**src/rtl/carpark_pkg.sv**
```systemverilog
// Shared types, default sizing and helpers for the two-gate car park access controller.
package carpark_pkg;

    typedef enum logic {IDLE = 1'b0, OPEN = 1'b1} gate_state_t;

    localparam int NUM_GATES    = 2;
    localparam int CAPACITY_DEF = 7;
    localparam int CNT_W_DEF    = 3;
    localparam int TIMEOUT_DEF  = 50;
    localparam int TO_W_DEF     = 6;

    function automatic logic [1:0] popcount2(input logic [1:0] v);
        return {1'b0, v[0]} + {1'b0, v[1]};
    endfunction

endpackage

```
**src/rtl/carpark_access_ctrl_if.sv**
```systemverilog
// Gate-side bundle: requests and sensor pulses in, barrier/occupancy status out.
interface carpark_access_ctrl_if #(
    parameter int CNT_W = carpark_pkg::CNT_W_DEF
);
    logic [1:0]       req;
    logic [1:0]       enter;
    logic [1:0]       exit;
    logic [1:0]       gate_open;
    logic [CNT_W-1:0] count;
    logic             full;
    logic             err;

    modport master (
        output req, enter, exit,
        input  gate_open, count, full, err
    );

    modport slave (
        input  req, enter, exit,
        output gate_open, count, full, err
    );
endinterface

```
**src/rtl/gate_sequencer.sv**
```systemverilog
// Per-gate barrier FSM: opens on grant, closes on entry or after TIMEOUT open cycles.
module gate_sequencer
    import carpark_pkg::*;
#(
    parameter int TIMEOUT = TIMEOUT_DEF,
    parameter int TO_W    = TO_W_DEF
) (
    input  logic clk,
    input  logic reset,
    input  logic grant,
    input  logic enter_i,
    output logic is_open
);

    gate_state_t     state, state_next;
    logic [TO_W-1:0] timer, timer_next;

    always_ff @(posedge clk or negedge reset) begin
        if (!reset) begin
            state <= IDLE;
            timer <= '0;
        end else begin
            state <= state_next;
            timer <= timer_next;
        end
    end

    // timer counts 0..TIMEOUT-1 while open, giving exactly TIMEOUT open cycles
    always_comb begin
        state_next = state;
        timer_next = timer;
        case (state)
            IDLE: begin
                if (grant) begin
                    state_next = OPEN;
                    timer_next = '0;
                end
            end
            OPEN: begin
                if (enter_i || timer == TO_W'(TIMEOUT - 1)) begin
                    state_next = IDLE;
                    timer_next = '0;
                end else begin
                    timer_next = timer + 1'b1;
                end
            end
            default: begin
                state_next = IDLE;
                timer_next = '0;
            end
        endcase
    end

    assign is_open = (state == OPEN);

endmodule

```
**src/rtl/carpark_access_ctrl.sv**
```systemverilog
// Two-gate access controller: reserves spaces for waiting cars, arbitrates the last
// free space round-robin and tracks occupancy from the gate sensor pulses.
module carpark_access_ctrl
    import carpark_pkg::*;
#(
    parameter int CAPACITY = CAPACITY_DEF,
    parameter int CNT_W    = CNT_W_DEF,
    parameter int TIMEOUT  = TIMEOUT_DEF,
    parameter int TO_W     = TO_W_DEF
) (
    input  logic                  clk,
    input  logic                  reset,
    carpark_access_ctrl_if.slave  bus
);

    localparam int SUM_W = CNT_W + 2;
    localparam logic signed [SUM_W-1:0] CAP_S = SUM_W'(CAPACITY);
    localparam logic signed [SUM_W-1:0] ONE_S = SUM_W'(1);
    localparam logic signed [SUM_W-1:0] TWO_S = SUM_W'(2);

    logic [NUM_GATES-1:0] is_open, cand, grant;
    logic [CNT_W-1:0]     count_q, count_next;
    logic                 err_q, err_next, rr_q, rr_next;
    logic signed [SUM_W-1:0] occupied, free_slots, count_sum;

    // grant decisions see only registered count and registered open gates
    always_comb begin
        cand       = ~is_open & bus.req;
        occupied   = $signed({2'b00, count_q}) + $signed({{CNT_W{1'b0}}, popcount2(is_open)});
        free_slots = CAP_S - occupied;
        grant      = '0;
        rr_next    = rr_q;
        if (cand == 2'b11) begin
            if (free_slots >= TWO_S) begin
                grant = 2'b11;
            end else if (free_slots == ONE_S) begin
                grant   = rr_q ? 2'b10 : 2'b01;
                rr_next = ~rr_q;
            end
        end else if (cand != 2'b00 && free_slots >= ONE_S) begin
            grant = cand;
        end
    end

    // enters count even without an open barrier; out-of-range results clamp and flag
    always_comb begin
        count_sum  = $signed({2'b00, count_q})
                   + $signed({{CNT_W{1'b0}}, popcount2(bus.enter)})
                   - $signed({{CNT_W{1'b0}}, popcount2(bus.exit)});
        count_next = count_sum[CNT_W-1:0];
        err_next   = err_q;
        if (count_sum > CAP_S) begin
            count_next = CNT_W'(CAPACITY);
            err_next   = 1'b1;
        end else if (count_sum < $signed(SUM_W'(0))) begin
            count_next = '0;
            err_next   = 1'b1;
        end
    end

    always_ff @(posedge clk or negedge reset) begin
        if (!reset) begin
            count_q <= '0;
            err_q   <= 1'b0;
            rr_q    <= 1'b0;
        end else begin
            count_q <= count_next;
            err_q   <= err_next;
            rr_q    <= rr_next;
        end
    end

    for (genvar g = 0; g < NUM_GATES; g++) begin : g_gate
        gate_sequencer #(
            .TIMEOUT (TIMEOUT),
            .TO_W    (TO_W)
        ) u_gate (
            .clk     (clk),
            .reset   (reset),
            .grant   (grant[g]),
            .enter_i (bus.enter[g]),
            .is_open (is_open[g])
        );
    end

    assign bus.gate_open = is_open;
    assign bus.count     = count_q;
    assign bus.full      = (count_q == CNT_W'(CAPACITY));
    assign bus.err       = err_q;

endmodule

```
**src/flat_wrapper.sv**
```systemverilog
// flat-port wrapper written by rule: the top's interface ports become plain ports
module carpark_access_ctrl_flat import carpark_pkg::*;
#(
    parameter int CAPACITY = CAPACITY_DEF,
    parameter int CNT_W    = CNT_W_DEF,
    parameter int TIMEOUT  = TIMEOUT_DEF,
    parameter int TO_W     = TO_W_DEF
)
  (clk, reset, bus_req, bus_enter, bus_exit, bus_gate_open, bus_count, bus_full, bus_err);
  carpark_access_ctrl_if #(.CNT_W(CNT_W)) bus_i ();
  input  logic clk;
  input  logic reset;
  input wire logic [$bits(bus_i.req)-1:0] bus_req;
  input wire logic [$bits(bus_i.enter)-1:0] bus_enter;
  input wire logic [$bits(bus_i.exit)-1:0] bus_exit;
  output wire logic [$bits(bus_i.gate_open)-1:0] bus_gate_open;
  output wire logic [$bits(bus_i.count)-1:0] bus_count;
  output wire logic [$bits(bus_i.full)-1:0] bus_full;
  output wire logic [$bits(bus_i.err)-1:0] bus_err;
  assign bus_i.req = bus_req;
  assign bus_i.enter = bus_enter;
  assign bus_i.exit = bus_exit;
  assign bus_gate_open = bus_i.gate_open;
  assign bus_count = bus_i.count;
  assign bus_full = bus_i.full;
  assign bus_err = bus_i.err;
  carpark_access_ctrl #(.CAPACITY(CAPACITY), .CNT_W(CNT_W), .TIMEOUT(TIMEOUT), .TO_W(TO_W)) u_core (.clk(clk), .reset(reset), .bus(bus_i));
endmodule
```
**config.mk**
```make
export PLATFORM = sky130hd
export DESIGN_NAME = carpark_access_ctrl_flat
export DESIGN_NICKNAME = d
export VERILOG_FILES = /design/src/rtl/carpark_pkg.sv /design/src/rtl/carpark_access_ctrl_if.sv /design/src/rtl/gate_sequencer.sv /design/src/rtl/carpark_access_ctrl.sv /design/src/flat_wrapper.sv
export SDC_FILE = /design/constraint.sdc
export NUM_CORES = 1
export LEC_CHECK = 0
export ABC_AREA = 1
export BUFFER_PORTS_ARGS = -buffer_cell sky130_fd_sc_hd__clkbuf_2
export CORE_MARGIN = 2
export CORE_UTILIZATION = 25
export DETAILED_ROUTE_END_ITERATION = 16
export PLACE_DENSITY = 0.44
export SYNTH_ARGS = -nofsm -noshare
export SYNTH_HDL_FRONTEND = slang
export SYNTH_HIERARCHICAL = 1
export SYNTH_SLANG_ARGS = --single-unit
```
**constraint.sdc**
```tcl
create_clock -name clk -period 2.5 [get_ports clk]
set_input_delay 0.625 -clock clk [delete_from_list [all_inputs] [get_ports clk]]
set_output_delay 0.625 -clock clk [all_outputs]
set_load 0.01 [all_outputs]
```
== After elaboration in Yosys (flattened, before gate mapping) ==
Cells that the tools add are included.

* Register bits after elaboration: 19
* Output and inout bits: 7

* Add/subtract/negate cells: 9
* Reduce and logical (&&, ||, !) cells: 6
* Equality and inequality tests: 7
* Mux-type cells: 21
* $lt $le $gt $ge: 4
* Bitwise gates (word level): 6

{| class="wikitable"
|+ Operators with widths
! cell !! count
|-
| 6-bit two-way mux || 4
|-
| 6-bit case mux with 2 select lines || 2
|-
| 6-bit by 1-bit adder with 6-bit output, second input constant || 2
|-
| 6-bit equality test, second input constant || 2
|-
| 2-bit two-way mux || 5
|-
| 3-bit by 2-bit adder with 4-bit output || 2
|-
| 1-bit by 1-bit adder with 2-bit output || 3
|-
| 1-bit two-way mux || 6
|-
| 3-bit two-way mux || 2
|-
| 5-bit by 2-bit equality test with 1-bit output, second input constant || 1
|-
| 5-bit by 2-bit greater-or-equal comparator with 1-bit output, second input constant || 1
|-
| 5-bit by 3-bit greater-or-equal comparator with 1-bit output, second input constant || 1
|-
| 5-bit by 4-bit > comparator with 1-bit output, second input constant || 1
|-
| 5-bit by 1-bit < comparator with 1-bit output, second input constant || 1
|-
| 4-bit by 5-bit subtractor with 5-bit output, first input constant || 1
|-
| 5-bit by 3-bit subtractor with 5-bit output || 1
|-
| 2-bit by 1-bit inequality test with 1-bit output, second input constant || 2
|-
| 1-bit NOT || 4
|-
| 1-bit case mux with 2 select lines || 2
|-
| 2-bit nonzero test || 2
|-
| 3-bit equality test, second input constant || 1
|-
| 3-bit AND reduction || 1
|-
| 2-bit AND || 1
|-
| 2-bit equality test, second input constant || 1
|-
| 3 further kinds || 4
|}

== Longest topological paths before layout ==
* Depth after elaboration: 9
* Depth in mapped cells: 11

== Modules after synthesis ==
Netlist, hierarchy kept.

{| class="wikitable"
|+ By module, submodules not included
! module !! instances !! area an instance (um^2) !! cells each
|-
| gate_sequencer || 2 || 370.4 || 43
|-
| carpark_access_ctrl || 1 || 452.9 || 59
|}

== Worst setup path before layout ==
Ideal clock, no wire load.

* Path type: input to register
* Start point: in bus_exit[0]
* End point: reg u_core.count_q[0] (netlist: u_core/bus.count[0])
* Arrival: 2,464 ps
* Path buffers: 0
* Setup slack: -99 ps
* Setup time: 135 ps
* Stages: 10
* Cells stage by stage: inv_1 fa_1 inv_1 fa_1 inv_1 ha_1 inv_1 fa_1 xnor2_1 a21oi_1

* Longest elaborated chain between the ends: 5

{| class="wikitable"
|+ Ends and longest elaborated chain
! element !! RTL line !! text
|-
| start, declared || flat_wrapper.sv:15 || <nowiki>input wire logic [$bits(bus_i.exit)-1:0] bus_exit;</nowiki>
|-
| 1-bit by 1-bit adder with 2-bit output (*) || carpark_pkg.sv:13 || <nowiki>return {1'b0, v[0]} + {1'b0, v[1]};</nowiki>
|-
| 5-bit by 3-bit subtractor with 5-bit output (*) || carpark_access_ctrl.sv:49 || <nowiki>- $signed({{CNT_W{1'b0}}, popcount2(bus.exit)});</nowiki>
|-
| 5-bit by 1-bit < comparator with 1-bit output || carpark_access_ctrl.sv:55 || <nowiki>end else if (count_sum < $signed(SUM_W'(0))) begin</nowiki>
|-
| 3-bit two-way mux || carpark_access_ctrl.sv:55 ||
|-
| 3-bit two-way mux (*) || carpark_access_ctrl.sv:52 || <nowiki>if (count_sum > CAP_S) begin</nowiki>
|-
| named net u_core.count_next[0] || carpark_access_ctrl.sv:22 || <nowiki>logic [CNT_W-1:0] count_q, count_next;</nowiki>
|-
| end signal, assigned || carpark_access_ctrl.sv:67 || <nowiki>count_q <= count_next;</nowiki>
|-
| end, declared || carpark_access_ctrl.sv:22 ||
|}

The timed path passes the listed nets; every way through them passes the cells marked *.
A chain may end at the register's enable or synchronous reset.

== Final worst setup path ==
* Start point: in bus_enter[1]
* End point: reg u_core.count_q[2] (netlist: u_core/bus.count[2])

* Longest elaborated chain between the ends: 6

{| class="wikitable"
|+ Ends and longest elaborated chain
! element !! RTL line !! text
|-
| start, declared || flat_wrapper.sv:14 || <nowiki>input wire logic [$bits(bus_i.enter)-1:0] bus_enter;</nowiki>
|-
| 1-bit by 1-bit adder with 2-bit output (*) || carpark_pkg.sv:13 ||
|-
| 3-bit by 2-bit adder with 4-bit output (*) || carpark_access_ctrl.sv:48 || <nowiki>+ $signed({{CNT_W{1'b0}}, popcount2(bus.enter)})</nowiki>
|-
| 5-bit by 3-bit subtractor with 5-bit output (*) || carpark_access_ctrl.sv:49 ||
|-
| 5-bit by 1-bit < comparator with 1-bit output || carpark_access_ctrl.sv:55 ||
|-
| 3-bit two-way mux || carpark_access_ctrl.sv:55 ||
|-
| 3-bit two-way mux (*) || carpark_access_ctrl.sv:52 ||
|-
| named net u_core.count_next[2] || carpark_access_ctrl.sv:22 ||
|}

Marks and branches as above.

==> results by group <==
Synthesis
  – Syn_nets: 164
  – Mapped Area: 1190 um^2
  – Mux cell area share after synthesis: 0%
  – Simple-gate share of the synthesized area: 24.6%
  – Share of the synthesized area in the top cell type: 39.8%
  – Share of the yosys chip area belonging to registers: 39.8%
  – Syn Inst Count: 145
  – Post-synthesis cell type count: 18
  – Synth Area in Compound Gates: 7.86%
  – Largest family of logic cells by synthesized area: simple AND/OR/NAND/NOR gates
  – #FFs+latches synth: 19
  – Post-Synth XOR/XNOR Area: 5.14%
  – Most area-hungry cell type in the Yosys netlist: dfrtp_1
  – Adder-Cell Fraction of Synth Area: 14.0%
  – Synth top area cells: dfrtp_1, nand2_1, inv_1, ha_1, fa_1
  – Syn Area/Cell: 8.23 um^2
  – Ys Warns: 6

Final layout
  – Commonest non-fill, non-tap cells in the layout: nand2_1, inv_1, dfrtp_1
  – Antenna cells: 0
  – Layout area overhead: 17.0%
  – Final nets: 184
  – Layout Cells excl Fill: 218
  – Commonest non-fill, non-tap cell in the layout: nand2_1
  – Fill count: 497
  – Fraction of layout cells with a size suffix above 1: 20.7%
  – Fin area: 1400 um^2

Die
  – Rows: 25
  – Core area: 4660 um^2
  – IO Pins: 15
  – Die height: 73.1 um
  – Area of the die: 5340 um^2
  – Starting Density: 25.6%
  – Die Wd: 73.1 um

Clock network
  – CTS max path bufs: 2
  – Clock buffer count from CTS: 3
  – CTS clk-pin slew, worst paths: 70 ps
  – Post-CTS Setup Inserts: 0
  – Post-cts sizing count: 0
  – Clk_lat worst skew: 250 ps
  – Hold Buf Count CTS: 0
  – H-Tree Depth: 1
  – CTS Sinks: 19
  – Root buffer cell: clkbuf_8
  – CTS tree: yes

Power
  – Pwr dens: 940 nW/um^2
  – Clock power share: 16.5%
  – P_leak: 0.714 nW
  – Peak VDD IR: 0.000424 V
  – Sequential power share: 37.2%
  – Switching Share: 43.8%
  – Psw: 0.000575 W
  – Internal Power: 0.000738 W
  – Logic pwr share: 46.3%

GRT
  – Global-route wire length before repair: 3930 um
  – Antenna violations before repair: 0
  – Vias in the first global route: 875
  – Total gr overflow: 0
  – Pin count of the biggest net entering global routing: 20
  – All-layer global routing usage: 9.57%

Setup path
  – Critical Path Source: bus_enter[1]
  – Worst setup endpoint: u_core/bus.count[2]
  – CP Class: primary input to flop
  – Worst R2R End: u_core/bus.count[2]
  – Max FO, Critical Path: 4
  – Worst R2R Path Depth: 8
  – Type of origin of the critical path: primary input
  – R2r setup slk: 630 ps
  – Req. time, crit path: 2640 ps
  – Kind of end point of the critical path: flop
  – Critical R2R Launch: u_core/bus.count[0]
  – Critical Path AT: 2530 ps

Route
  – Routed vias/inst: 4.29
  – # DRC: 0
  – Drt wl/cell: 10.3 um
  – 1st-pass router iterations: 4
  – WL final: 2240 um
  – Remaining antenna violation count after routing: 0
  – Vias: 935
  – DR iter-0 viols: 39

STA
  – Setup TNS: 0 ps
  – RSZ-0062 raised after global routing: false
  – Setup Skew: 2.96 ps
  – Final Hold Fails: 0
  – Fin crit share: 95.9%
  – Slew @ Worst Pin: 501 ps
  – Max-slew headroom: 66.6%
  – FMAX: 417 MHz
  – Post-route minimum period: 2400 ps
  – Setup Viol. Count Final: 0
  – Pins over their slew limit: 0

Placed design
  – PortBufs: 14
  – DP Area: 1350 um^2
  – Placed cell count: 214
  – Placer congestion estimate: 0.739
  – Post-DP HPWL: 1780 um

Min path
  – Worst Hold Class: primary input to asynchronous set/reset pin

Status
  – Status: finished clean

Run
  – Max_cap viols: 0
[critical path, stage by stage]
cell and delay (ps):
clkbuf_2 100, fa_1 530, inv_1 50, fa_2 310
inv_1 60, ha_1 130, inv_1 60, fa_2 350
xnor2_2 220, a21oi_1 100
[per-layer routing]
layer / vias to the layer above / GRT usage, % / share of wire (%)
met2: 17 / 15.1 / 45
met1: 435 / 13.1 / 50
met4: 0 / 3.70 / 1.1
li1: 481 / - / -
met5: - / 0 / 0
met3: 2 / 1.52 / 3.5
[worst min path at each step]
stage | from | end | slack, ps | cells after the start
CTS | reset | u_core/g_gate[0].u_gate/timer[1] | 340 | 1
floorplan | reset | u_core/bus.count[0] | 330 | 0
global route | reset | u_core/g_gate[0].u_gate/timer[0] | 350 | 1
finish | reset | u_core/g_gate[0].u_gate/timer[1] | 320 | 1
detailed placement | u_core/bus.err | u_core/bus.err | 480 | 2
global placement | u_core/bus.err | u_core/bus.err | 490 | 2
[area by class of cell]
class / instances / area (um^2) / share of cell area [%]
repair buffers: 15 / 77.6 / 5.56
inverters: 27 / 101 / 7.26
clock buffers: 4 / 45.0 / 3.23
multi-input cells: 99 / 629 / 45.1
well taps: 54 / 67.6 / 4.84
flip-flops and latches: 19 / 475 / 34.1
[synthesized netlist by cell type]
cell type and n:
nor3_2 2, nand4_1 1, dfrtp_1 19, nand2_2 3
xor2_1 4, o21ai_1 11, ha_1 7, a21oi_1 3
nor2_1 13, fa_1 4, inv_2 3, o21ai_2 1
o21bai_1 2, nand3_2 4, xnor2_1 3, inv_1 24
nand2_1 36, nand3_1 5
[flip-flops by register name, indices dropped and copies added, names as in the netlist]
register / cells
u_core/g_gate.u_gate/timer: 12
u_core/g_gate.u_gate/is_open: 2
u_core/bus.count: 3
u_core/rr_q: 1
u_core/bus.err: 1
[power by group through the flow]
stage	combinational (W)	clock, W	sequential (W)
2_1_floorplan	0.000452	0	0.000486
3_3_place_gp	0.000608	0	0.000495
3_5_place_dp	0.000620	0	0.000497
4_1_cts	0.000625	0.000228	0.000491
5_1_grt	0.000711	0.000243	0.000506
6_report	0.000608	0.000217	0.000488
[cell families (layout without fill, tap and decap cells)]
family,count (synthesis),count (layout)
AND/OR/NAND/NOR,64,64
buffers and inverters,27,46
flip-flops,19,19
AO/OA/AOI/OAI,17,17
adder cells (fa/ha/maj),11,11
XOR/XNOR,7,7
[metrics by stage]
stage / setup slack [ps] / power [W] / utilization, % / hold WS, ps
final: 104 / 0.00131 / 30.0 / 324
after detailed placement: -189 / 0.00112 / 29.0 / 484
after global routing: 1.42 / 0.00146 / 30.0 / 350
after CTS: 86.5 / 0.00134 / 30.0 / 341
after floorplan: 10.5 / 0.000938 / - / 329
after global placement: -158 / 0.00110 / 29.0 / 493
Power figures use the tool's default switching activity.
